File: src/rtl/mux3_arbiter_pkg.sv
// Shared constants and helpers for the three-way round-robin datapath arbiter.
package mux3_arbiter_pkg;

  localparam int unsigned NUM_REQ = 3;
  localparam int unsigned IDX_W   = 2;

  localparam logic [0:0] ST_IDLE  = 1'b0;
  localparam logic [0:0] ST_GRANT = 1'b1;

  localparam logic [IDX_W-1:0] REQ0 = 2'd0;
  localparam logic [IDX_W-1:0] REQ1 = 2'd1;
  localparam logic [IDX_W-1:0] REQ2 = 2'd2;

  // Successor of a requester index, wrapping 2 -> 0.
  function automatic logic [IDX_W-1:0] next_idx(input logic [IDX_W-1:0] i);
    return (i >= REQ2) ? REQ0 : IDX_W'(i + IDX_W'(1));
  endfunction

  function automatic logic [NUM_REQ-1:0] onehot3(input logic [IDX_W-1:0] i);
    logic [NUM_REQ-1:0] oh;
    case (i)
      REQ0:    oh = 3'b001;
      REQ1:    oh = 3'b010;
      REQ2:    oh = 3'b100;
      default: oh = 3'b000;
    endcase
    return oh;
  endfunction

endpackage

File: src/rtl/mux3_arbiter_rr_pick3.sv
// Combinational round-robin pick: first asserted request scanning ptr, ptr+1, ptr+2.
module rr_pick3
  import mux3_arbiter_pkg::*;
(
  input  logic [NUM_REQ-1:0] req,
  input  logic [IDX_W-1:0]   ptr,
  output logic [IDX_W-1:0]   winner_c,
  output logic               any_c
);

  logic [IDX_W-1:0] i0, i1, i2;

  assign i0 = ptr;
  assign i1 = next_idx(i0);
  assign i2 = next_idx(i1);

  // Lowest-priority candidate assigned first so the highest-priority one wins.
  always_comb begin
    winner_c = REQ0;
    any_c    = |req;
    if (req[i2]) winner_c = i2;
    if (req[i1]) winner_c = i1;
    if (req[i0]) winner_c = i0;
  end

endmodule

File: src/rtl/mux3_arbiter.sv
// Round-robin burst arbiter driving the select of a 3-to-1 datapath mux.
module mux3_arbiter
  import mux3_arbiter_pkg::*;
#(
  parameter int unsigned MAX_BEATS = 16,
  parameter int unsigned CNT_W     = 8
) (
  input  logic               clk,
  input  logic               rst_n,
  input  logic [NUM_REQ-1:0] req,
  input  logic [NUM_REQ-1:0] last,
  input  logic               bus_ready,
  output logic [NUM_REQ-1:0] gnt,
  output logic [IDX_W-1:0]   sel,
  output logic               bus_valid,
  output logic               busy,
  output logic [CNT_W-1:0]   beat_cnt
);

  logic [0:0]         state, state_nxt;
  logic [IDX_W-1:0]   ptr, ptr_nxt, sel_nxt;
  logic [NUM_REQ-1:0] gnt_nxt;
  logic [CNT_W-1:0]   cnt_nxt, cnt_inc;
  logic [IDX_W-1:0]   winner_c;
  logic               any_c;
  logic               g_req, g_last, xfer;

  rr_pick3 u_pick (
    .req      (req),
    .ptr      (ptr),
    .winner_c (winner_c),
    .any_c    (any_c)
  );

  // gnt is one-hot while granted, so masking selects the granted requester's flags.
  assign g_req     = |(req & gnt);
  assign g_last    = |(last & gnt);
  assign bus_valid = (state == ST_GRANT) && g_req;
  assign xfer      = bus_valid && bus_ready;
  assign cnt_inc   = beat_cnt + CNT_W'(1);

  always_comb begin
    state_nxt = state;
    gnt_nxt   = gnt;
    sel_nxt   = sel;
    cnt_nxt   = beat_cnt;
    ptr_nxt   = ptr;
    case (state)
      ST_IDLE: begin
        if (any_c) begin
          state_nxt = ST_GRANT;
          gnt_nxt   = onehot3(winner_c);
          sel_nxt   = winner_c;
          cnt_nxt   = '0;
        end
      end
      default: begin
        if (xfer) cnt_nxt = cnt_inc;
        // sel and beat_cnt deliberately hold their final values after release.
        if (!g_req || (xfer && (g_last || cnt_inc == CNT_W'(MAX_BEATS)))) begin
          state_nxt = ST_IDLE;
          gnt_nxt   = '0;
          ptr_nxt   = next_idx(sel);
        end
      end
    endcase
  end

  always_ff @(posedge clk or negedge rst_n) begin
    if (!rst_n) begin
      state    <= ST_IDLE;
      gnt      <= '0;
      sel      <= REQ0;
      beat_cnt <= '0;
      ptr      <= REQ0;
      busy     <= 1'b0;
    end else begin
      state    <= state_nxt;
      gnt      <= gnt_nxt;
      sel      <= sel_nxt;
      beat_cnt <= cnt_nxt;
      ptr      <= ptr_nxt;
      busy     <= (state_nxt == ST_GRANT);
    end
  end

endmodule

File: config.mk
export PLATFORM = sky130hd
export DESIGN_NAME = mux3_arbiter
export DESIGN_NICKNAME = d
export VERILOG_FILES = /design/src/rtl/mux3_arbiter_pkg.sv /design/src/rtl/mux3_arbiter_rr_pick3.sv /design/src/rtl/mux3_arbiter.sv
export SDC_FILE = /design/constraint.sdc
export NUM_CORES = 1
export LEC_CHECK = 0
export CAP_MARGIN = 20
export CORE_UTILIZATION = 51
export DETAILED_ROUTE_END_ITERATION = 6
export GPL_TIMING_DRIVEN = 0
export PLACE_DENSITY = 0.91
export SLEW_MARGIN = 20
export SYNTH_ARGS = -nofsm -noshare
export SYNTH_HDL_FRONTEND = slang
export SYNTH_SLANG_ARGS = --single-unit
File: constraint.sdc
create_clock -name clk -period 4.05 [get_ports clk]
set_input_delay 0.6075 -clock clk [delete_from_list [all_inputs] [get_ports clk]]
set_output_delay 0.6075 -clock clk [all_outputs]
set_load 0.05 [all_outputs]
**Word level (Yosys, flattened, before mapping)**

Index checks and enable logic that the tools add are counted.
Widths: inputs -> output; s select.

- Bits in registers: 16
- Input port bits: 9
- Output and inout port bits: 15
- Logic and storage cells: 60

- $add $sub $neg: 4
- Magnitude comparators: 6
- Equality and inequality tests: 5
- Mux-type cells: 22
- Bitwise logic cells: 3
- Reductions and logical operators: 15

Operators by type and width:

| cell | number |
|---|---|
| $mux 8 | 3 |
| $mux 2 | 6 |
| $lt 2x3->1 const B | 3 |
| $mux 3 | 3 |
| $pmux 3 s3 | 1 |
| $reduce_or 3->1 | 3 |
| $add 8x1->8 const B | 1 |
| $eq 8x5->1 const B | 1 |
| $reduce_and 2->1 | 4 |
| $add 2x1->2 const B | 3 |
| $and 3x3->3 | 2 |
| $bmux 1 s2 | 3 |
| $ge 2x2->1 const B | 3 |
| $mux 1 | 6 |
| $ne 2x1->1 const B | 2 |
| $logic_and 1x1->1 | 3 |
| $eq 2x1->1 const B | 1 |
| $eq 2x2->1 const B | 1 |
| $logic_not 2->1 | 1 |
| $logic_or 1x1->1 | 2 |
| $reduce_bool 2->1 | 1 |
| $logic_not 1->1 | 1 |
| $not 1->1 | 1 |

**Logic depth before layout (Yosys ltp)**

Gate-level depths: netlist of run 1.

- Depth in word-level cells: 13
- Mapped depth: 5
- Mapped depth without buffers: 5

**Modules after synthesis**

Synthesis of run 1 repeated with hierarchy kept, for this count alone.

- Cell total of the unflattened synthesis: 88
- Area, all modules: 894.6 sq um

By module, submodules not included:

| module | times used | cells an instance | area an instance (sq um) | seq. area each (sq um) |
|---|---|---|---|---|
| mux3_arbiter | 1 | 80 | 848.3 | 400.4 |
| rr_pick3 | 1 | 8 | 46.3 | 0.0 |

**Least setup slack after synthesis of run 1**

OpenSTA, ideal clock, no wires.

- Path kind: register to output
- Start: register state
- End: output port bus_valid
- Arrival: 1738 ps
- Required time: 3442 ps
- Setup slack: 1704 ps
- Stages on the path, launching flop included: 4
- Buffers on the path: 1
- Cell sequence: dfrtp_1 -> clkbuf_1 -> inv_1 -> nor2_1

- Longest elaborated chain between the ends: 1

Ends and longest elaborated chain:

| item | line | source |
|---|---|---|
| start: declaration | mux3_arbiter.sv:20 | `logic [0:0] state, state_nxt;` |
| start signal: assignment | mux3_arbiter.sv:78 | `state <= state_nxt;` |
| $logic_and 1x1->1 | mux3_arbiter.sv:38 | `assign bus_valid = (state == ST_GRANT) && g_req;` |
| end: declaration | mux3_arbiter.sv:15 | `output logic bus_valid,` |

Every way passes these cells.

**Worst setup path in the final report of run 1**

- Start: input port req[1]
- End: output port bus_valid

- Longest elaborated chain between the ends: 3

Ends and longest elaborated chain:

| item | line | source |
|---|---|---|
| start: declaration | mux3_arbiter.sv:10 | `input logic [NUM_REQ-1:0] req,` |
| $and 3x3->3 | mux3_arbiter.sv:36 | `assign g_req = \|(req & gnt);` |
| $reduce_or 3->1 | mux3_arbiter.sv:36 |  |
| $logic_and 1x1->1 | mux3_arbiter.sv:38 |  |

Every way passes these cells.

==> results of run 1 <==
==> registers in the layout, summed over array words and instances (netlist names) <==
name,cells
sel,2
gnt,3
beat_cnt,8
state,1
ptr,2
==> cells in the mapped netlist <==
cell	instances	share of area (%)
a311oi_1	1	0.94
buf_6	1	1.2
xor2_1	2	1.9
nor2_1	5	2.0
clkbuf_1	2	0.81
a21o_1	2	1.6
a22oi_1	1	0.81
nor3_1	1	0.54
nand3b_4	1	2.2
ha_1	1	1.3
o31a_1	1	0.94
nand3b_1	1	0.81
o21ai_0	6	3.2
nand4_1	1	0.67
and4bb_1	1	1.3
nand2_1	6	2.4
o211ai_1	2	1.6
nand2b_1	2	1.3
xnor2_1	1	0.94
nand3_1	9	4.8
a32o_1	1	1.1
nand3_2	1	1.1
mux2_1	2	2.4
dfrtp_1	16	43
o2111a_1	1	1.2
a21boi_0	1	0.81
a222oi_1	2	2.2
nor3b_1	1	0.81
o22ai_1	1	0.67
nor2b_1	3	2.0
inv_1	6	2.4
or2_2	1	0.67
a2bb2oi_1	1	0.94
a21oi_1	3	1.6
or3_1	2	1.3
and3_1	1	0.67
a31o_2	2	1.9
clkbuf_2	1	0.54
mux2i_1	2	2.2
o32ai_1	1	0.94
==> power groups by stage <==
| stage | Clock (mW) | Sequential [mW] | Combinational [mW] |
|---|---|---|---|
| floorplan | 0 | 0.362 | 0.190 |
| global placement | 0 | 0.250 | 0.424 |
| detailed placement | 0 | 0.253 | 0.435 |
| CTS | 0.113 | 0.249 | 0.436 |
| global route | 0.117 | 0.257 | 0.462 |
| finish | 0.113 | 0.250 | 0.435 |
==> logic make-up (layout without fill, tap and decap cells) <==
logic type,Yosys count,count (layout)
xor gates and xnor gates,3,3
AOI/OAI and AO/OA,26,26
and+or+nand+nor,36,36
buffers and inverters,10,37
DFF,16,16
muxes,4,4
adders and majority gates,1,1
==> critical path, stage by stage <==
cell	delay (ps)
clkdlybuf4s50_1	510
a222oi_1	550
nor2_1	140
clkdlybuf4s50_1	730
==> path summary, 6_finish.rpt <==
path	to	slack, ps	cells after the start
min in group asynchronous	state	720	1
max	bus_valid	900	4
max reg2reg	ptr[1]	2300	4
min	sel[1]	540	1
max in group asynchronous	beat_cnt[6]	2880	1
min reg2reg	sel[1]	540	1
==> per-stage QoR <==
step / total power [mW] / worst slack (ps) / cells / utilization [%] / area (µm²)
4_1_cts: 0.798 / 903 / 148 / 71.9 / 1230
5_1_grt: 0.836 / 814 / 148 / 71.9 / 1230
3_3_place_gp: 0.674 / 997 / 144 / 69.7 / 1190
3_5_place_dp: 0.687 / 896 / 144 / 69.7 / 1190
2_1_floorplan: 0.552 / 1700 / 96 / - / 930
6_report: 0.798 / 904 / 148 / 71.9 / 1230
==> routing by layer <==
metal,share of wire [%],wire [µm],vias to the layer above
met2,49,1030,19
met4,2.1,45,0
met5,0,0,-
met1,46,965,402
met3,3.2,67,5
li1,-,-,414
==> layout make-up <==
| cell class | instances | share of cell area (%) |
|---|---|---|
| well taps | 25 | 2.55 |
| clock buffers | 4 | 2.96 |
| flip-flops and latches | 16 | 32.6 |
| repair buffers | 23 | 18.8 |
| multi-input cells | 70 | 39.3 |
| plain buffers | 4 | 1.94 |
| inverters | 6 | 1.83 |
==> results.json, run 1 <==
{
  "outcome": "complete, no violations",
  "die_w_um": 44.7,
  "ys.warnings.count": 0,
  "clock_skew_ps": 7.87,
  "post_cts_buffers": 0,
  "drv_cap": 0,
  "first_iter_violations": 21,
  "gp_congestion": 0.839,
  "pwr-share-clk_pct": 14.2,
  "layout_commonest_cell": "clkdlybuf4s50_1",
  "worstPathArrival_ps": 2540,
  "start_util_pct": 54.4,
  "grt_pass1_wl_um": 3370,
  "viasPerCell": 5.68,
  "multiInputGateArea_um2": 483,
  "drive_gt1_share_pct": 8.94,
  "dieArea_um2": 2000,
  "hp-start": "sel[1]",
  "rsz0062_at_grt": "no",
  "path_max_fanout": 6,
  "num_vias": 840,
  "hold_buffers": 0,
  "ys_seq_area_share_pct": 43.1,
  "synth_mux_area_share_pct": 4.58,
  "cts.path.max_buffers": 2,
  "hold_ws_ps": 537,
  "track_usage_pct": 23.7,
  "cts_root_buffer": "clkbuf_4",
  "grt_max_degree": 17,
  "post-route-drc-count": 0,
  "worstSetupStartpoint": "req[1]",
  "final_cell_mix": "clkdlybuf4s50_1, dfrtp_1, nand3_1",
  "start_kind": "input port",
  "max_slew_margin_pct": 52.6,
  "ys_seq_elements": 16,
  "power_frac_comb_pct": 54.5,
  "fmax_ghz": 0.318,
  "hpwlAfterDp_um": 1530,
  "cts_buffers": 3,
  "cts_resized": 0,
  "met1_usage_pct": 29.5,
  "fin_setup_tns_ps": 0,
  "timing.final.crit_share_pct": 77.7,
  "setup_viol": 0,
  "synth_top_family_by_area": "simple AND/OR/NAND/NOR gates",
  "grtUsageMet3_pct": 4.80,
  "maxSlewViolCount": 0,
  "routed_wl_um": 2100,
  "hp-class": "reg2reg",
  "p_sw_share_pct": 47.0,
  "end_kind": "primary output",
  "fin_crit_ps": 3150,
  "r2r_start": "gnt[0]",
  "synth-simple-area-share_pct": 22.7,
  "antennaDiodeCount": 0,
  "final_hold_viol_count": 0,
  "busiest_layer": "met2",
  "synthCells": 96,
  "core_area_um2": 1710,
  "crit_type": "in2out",
  "ir_drop_mv": 0.517,
  "p_switching_uw": 375,
  "synth_cell_types": 40,
  "p_int_uw": 423,
  "synthAdderAreaFrac_pct": 1.35,
  "syn-num-nets": 106,
  "synth_area_um2": 930,
  "insertion_delay_ps": 300,
  "syn_to_final_growth_pct": 32.0,
  "pwr-share-seq_pct": 31.3,
  "seq_area_um2": 400,
  "nFillCells": 132,
  "first_global_vias": 759,
  "drtPass1Iterations": 4,
  "die_height_um": 44.7,
  "io_pins": 24,
  "grtUsageMet2_pct": 39.1,
  "antenna_found_initial": 0,
  "finalNetCount": 134,
  "tightest_slew_ps": 708,
  "portBuffers": 23,
  "htree_num_levels": 1,
  "crit_required_ps": 3440,
  "std_cell_rows": 15,
  "synth_compound_area_share_pct": 20.5,
  "syn_avg_cell_area_um2": 9.68,
  "avgRoutedWirePerCell_um": 14.2,
  "cts_tree": "built",
  "grt_overflow": 0,
  "leakagePower_nw": 0.531,
  "pwr_density_cell_nw_per_um2": 650,
  "cts.sinks": 16,
  "synthXorXnorAreaFrac_pct": 2.83,
  "detail-route-antenna-nets": 0,
  "path_clk_slew_ps": 110
}
Note: power is estimated with default switching activity, not from simulation.
==> run 2: changes to the inputs <==
Settings changed: CORE_UTILIZATION 51 to 43, PLACE_DENSITY 0.91 to 0.83.
Clock period 4.05 ns to 2.56 ns, I/O delays scaled along.
==> results.json, run 2 (synthesized netlist as in run 1, its figures left out) <==
{
  "portBuffers": 23,
  "final_hold_viol_count": 0,
  "cts.path.max_buffers": 2,
  "tightest_slew_ps": 688,
  "worstPathArrival_ps": 1980,
  "first_global_vias": 833,
  "avgRoutedWirePerCell_um": 14.0,
  "leakagePower_nw": 0.534,
  "hold_buffers": 0,
  "routed_wl_um": 2090,
  "clock_skew_ps": 9.06,
  "cts_root_buffer": "clkbuf_4",
  "top_register": "beat_cnt",
  "post-route-drc-count": 0,
  "io_pins": 24,
  "antenna_found_initial": 0,
  "pwr_density_cell_nw_per_um2": 1020,
  "finalNonFillerCells": 150,
  "timing.final.crit_share_pct": 92.4,
  "ir_drop_mv": 0.743,
  "htree_num_levels": 1,
  "drtPass1Iterations": 5,
  "first_iter_violations": 27,
  "outcome": "complete, no violations",
  "hp-class": "in2async",
  "die_height_um": 48.5,
  "grt_max_degree": 17,
  "finalNetCount": 134,
  "multiInputGateArea_um2": 483,
  "seq_area_um2": 400,
  "path_max_fanout": 6,
  "r2r_slack_ps": 810,
  "rsz0062_at_grt": "no",
  "track_usage_pct": 19.8,
  "drive_gt1_share_pct": 8.94,
  "cts_tree": "built",
  "post_cts_buffers": 0,
  "insertion_delay_ps": 290,
  "path_clk_slew_ps": 110,
  "start_kind": "input port",
  "max_slew_margin_pct": 54.0,
  "dpl.cell_count": 146,
  "dieArea_um2": 2350,
  "std_cell_rows": 16,
  "syn_to_final_growth_pct": 32.2,
  "grt_overflow": 0,
  "layout_commonest_cell": "clkdlybuf4s50_1",
  "hpwlAfterDp_um": 1530,
  "setup_viol": 0,
  "detail-route-antenna-nets": 0,
  "hold_ws_ps": 495,
  "fmax_ghz": 0.423,
  "cts_buffers": 3,
  "antennaDiodeCount": 0,
  "nFillCells": 177,
  "cts_resized": 1,
  "fin_setup_tns_ps": 0,
  "end_kind": "primary output",
  "maxSlewViolCount": 0,
  "largest_reg_flops": 8,
  "die_w_um": 48.5,
  "start_util_pct": 46.4,
  "cts.sinks": 16,
  "num_vias": 837,
  "crit_required_ps": 2180,
  "drv_cap": 0,
  "viasPerCell": 5.58,
  "crit_type": "in2out",
  "final_cell_mix": "clkdlybuf4s50_1, dfrtp_1, nand3_1",
  "fin_crit_ps": 2370,
  "grt_pass1_wl_um": 3630,
  "reg_top3": "beat_cnt: 8 flops, gnt: 3 flops",
  "gp_congestion": 0.848,
  "core_area_um2": 2000
}
[run 2: cell count changes in the layout (fill, tap and decap cells not counted), sizes merged]
cell           before  now
clkdlybuf4s50      23   22
dlygate4sd2         0    1
[run 2: worst paths after layout]
path	start	endpoint	cells after the start
max	req[1]	bus_valid	4
max in group asynchronous	rst_n	beat_cnt[3]	1
min reg2reg	sel[1]	sel[1]	1
min in group clk	sel[1]	sel[1]	1
min	rst_n	sel[0]	1
max reg2reg	beat_cnt[0]	ptr[0]	5
[run 2: worst max-delay path, stage by stage]
cell and delay (ps):
clkdlybuf4s50_1 510, a222oi_1 510, nor2_1 120, dlygate4sd2_1 450
[run 2: cell type report]
class / instances / share of cell area [%]
Multi-Input combinational cell: 70 / 39.3
Sequential cell: 16 / 32.6
Timing Repair Buffer: 23 / 18.6
Clock buffer: 4 / 2.95
Tap cell: 27 / 2.75
Buffer: 4 / 1.93
Inverter: 6 / 1.83
[run 2: stage by stage]
stage / setup slack [ps] / area [µm²] / total power, mW / utilization, %
after floorplan: 286 / 930 / 0.874 / -
after global placement: -32.2 / 1190 / 1.07 / 59.6
after detailed placement: -81.2 / 1190 / 1.08 / 59.6
after CTS: 198 / 1230 / 1.25 / 61.4
after global routing: 151 / 1230 / 1.32 / 61.4
final: 193 / 1230 / 1.25 / 61.4
[run 2: power breakdown]
part / leakage [nW] / internal, mW / switching [mW] / total (mW)
logic: 0.301 / 0.256 / 0.424 / 0.680
clock network: 0.0210 / 0.0866 / 0.0864 / 0.173
registers: 0.212 / 0.322 / 0.0772 / 0.399
[run 2: per-layer routing]
| layer | global-route usage, % | vias to the layer above | share of wire (%) |
|---|---|---|---|
| met3 | 2.52 | 4 | 3.7 |
| met1 | 24.3 | 394 | 46 |
| li1 | - | 410 | - |
| met2 | 33.1 | 29 | 49 |
| met5 | 0 | - | 0 |
| met4 | 11.8 | 0 | 1.7 |
==> run 3: changes to the inputs <==
Settings changed: CORE_ASPECT_RATIO set to 1.25.
==> results.json, run 3 (synthesized netlist as in run 1, its figures left out) <==
{
  "cts_root_buffer": "clkbuf_4",
  "end_kind": "primary output",
  "gp_congestion": 0.803,
  "r2r_start": "beat_cnt[0]",
  "reg_top3": "beat_cnt: 8 flops, gnt: 3 flops",
  "cts_tree": "built",
  "first_global_vias": 747,
  "grt_overflow": 0,
  "cts.path.max_buffers": 2,
  "p_int_uw": 633,
  "place_area_um2": 1180,
  "p_switching_uw": 573,
  "grt_pass1_wl_um": 3240,
  "p_sw_share_pct": 47.5,
  "hpwlAfterDp_um": 1470,
  "path_max_fanout": 6,
  "crit_type": "in2out",
  "start_kind": "input port",
  "die_w_um": 43.6,
  "pwr-share-clk_pct": 11.1,
  "power_frac_comb_pct": 56.2,
  "track_usage_pct": 18.7,
  "portBuffers": 23,
  "design_area_um2": 1210,
  "drtPass1Iterations": 6,
  "start_util_pct": 46.4,
  "drv_cap": 0,
  "detail-route-antenna-nets": 0,
  "post-route-drc-count": 1,
  "fmax_ghz": 0.425,
  "final_cell_mix": "clkdlybuf4s50_1, dfrtp_1, nand3_1",
  "crit_required_ps": 2180,
  "worstSetupStartpoint": "req[1]",
  "tightest_slew_ps": 699,
  "antennaDiodeCount": 0,
  "largest_reg_flops": 8,
  "ir_drop_mv": 0.769,
  "avgRoutedWirePerCell_um": 13.9,
  "viasPerCell": 5.76,
  "first_iter_violations": 25,
  "leakagePower_nw": 0.527,
  "outcome": "finished, violations left",
  "io_pins": 24,
  "cts_buffers": 3,
  "violations": "DRC",
  "die_height_um": 54.0,
  "core_area_um2": 2000,
  "maxSlewViolCount": 0,
  "std_cell_rows": 18,
  "pwr-share-seq_pct": 32.6,
  "pwr_density_cell_nw_per_um2": 1000,
  "path_clk_slew_ps": 90,
  "finalPower_mw": 1.21,
  "drive_gt1_share_pct": 8.20,
  "grt_max_degree": 17,
  "syn_to_final_growth_pct": 29.7,
  "clock_skew_ps": 3.50,
  "finalNetCount": 134,
  "top_register": "beat_cnt",
  "worstPathArrival_ps": 1970,
  "timing.final.crit_share_pct": 92.0,
  "final_hold_viol_count": 0,
  "max_slew_margin_pct": 53.2,
  "routed_wl_um": 1970,
  "layout_commonest_cell": "clkdlybuf4s50_1",
  "fin_crit_ps": 2350,
  "cts.sinks": 16,
  "insertion_delay_ps": 290,
  "path_cells": "clkdlybuf4s50_1, a222oi_1, nor2_1, dlygate4sd2_1",
  "dieArea_um2": 2350,
  "hp-class": "in2async",
  "num_vias": 818,
  "antenna_found_initial": 0,
  "post_cts_buffers": 0,
  "worst-r2r-cell-count": 5,
  "nFillCells": 175,
  "setup_viol": 0,
  "rsz0062_at_grt": "no",
  "slowest_delay_ps": 520,
  "htree_num_levels": 1,
  "crit_slowest_cell": "a222oi_1"
}
==> run 3: cell count changes in the layout (fill, tap and decap cells not counted) <==
cell      change
clkbuf_8      -1
==> run 3: critical path, delay by kind of cell <==
kind	cells	cell delay (ps)
buffers and inverters	2	950
AOI/OAI and AO/OA	1	520
and+or+nand+nor	1	110
==> run 3: what timing repair did <==
item	CTS	global route
endpoints found under the hold margin	0	0
hold buffers	0	0
gates resized for setup	1	0
endpoints found under the setup margin	1	0
==> run 3: power by group through the flow <==
stage	sequential, mW	clock, mW	combinational, mW
3_3_place_gp	0.395	0	0.674
4_1_cts	0.394	0.137	0.682
2_1_floorplan	0.573	0	0.300
6_report	0.393	0.134	0.678
5_1_grt	0.405	0.150	0.722
3_5_place_dp	0.398	0	0.684
==> run 3: cell type report <==
| class | instances | area, µm² | share of cell area, % |
|---|---|---|---|
| timing repair buffer | 23 | 229 | 19.0 |
| tap | 20 | 25.0 | 2.07 |
| inverter | 6 | 22.5 | 1.87 |
| sequential | 16 | 400 | 33.2 |
| multi-input combinational | 70 | 483 | 40.0 |
| clock buffer | 3 | 22.5 | 1.87 |
| buffer | 4 | 23.8 | 1.97 |
==> run 3: path summary, 6_finish.rpt <==
check / endpoint / slack (ps)
worst min-delay path: beat_cnt[3] / 510
max in group asynchronous: sel[0] / 1610
min in group clk: sel[1] / 540
worst min register to register: sel[1] / 540
worst max register to register: ptr[0] / 840
worst max-delay path: bus_valid / 210
==> run 3: per-stage QoR <==
step                cells  utilization, %  worst slack (ps)  hold slack [ps]  TNS, ps
finish                142            60.2               206              508        0
global route          142            60.2               143              565        0
CTS                   142            60.2               214              544        0
detailed placement    139            59.1             -68.4              520    -68.4
global placement      139            59.1             -55.3              515    -55.3
floorplan              96               -               286             88.4        0
==> run 3: routing by layer <==
metal,vias to the layer above,GRT usage [%],part of all wire [%]
li1,408,-,-
met1,388,23.1,45
met2,17,31.3,49
met3,5,3.02,4.1
met4,0,9.38,2.0
met5,-,0,0
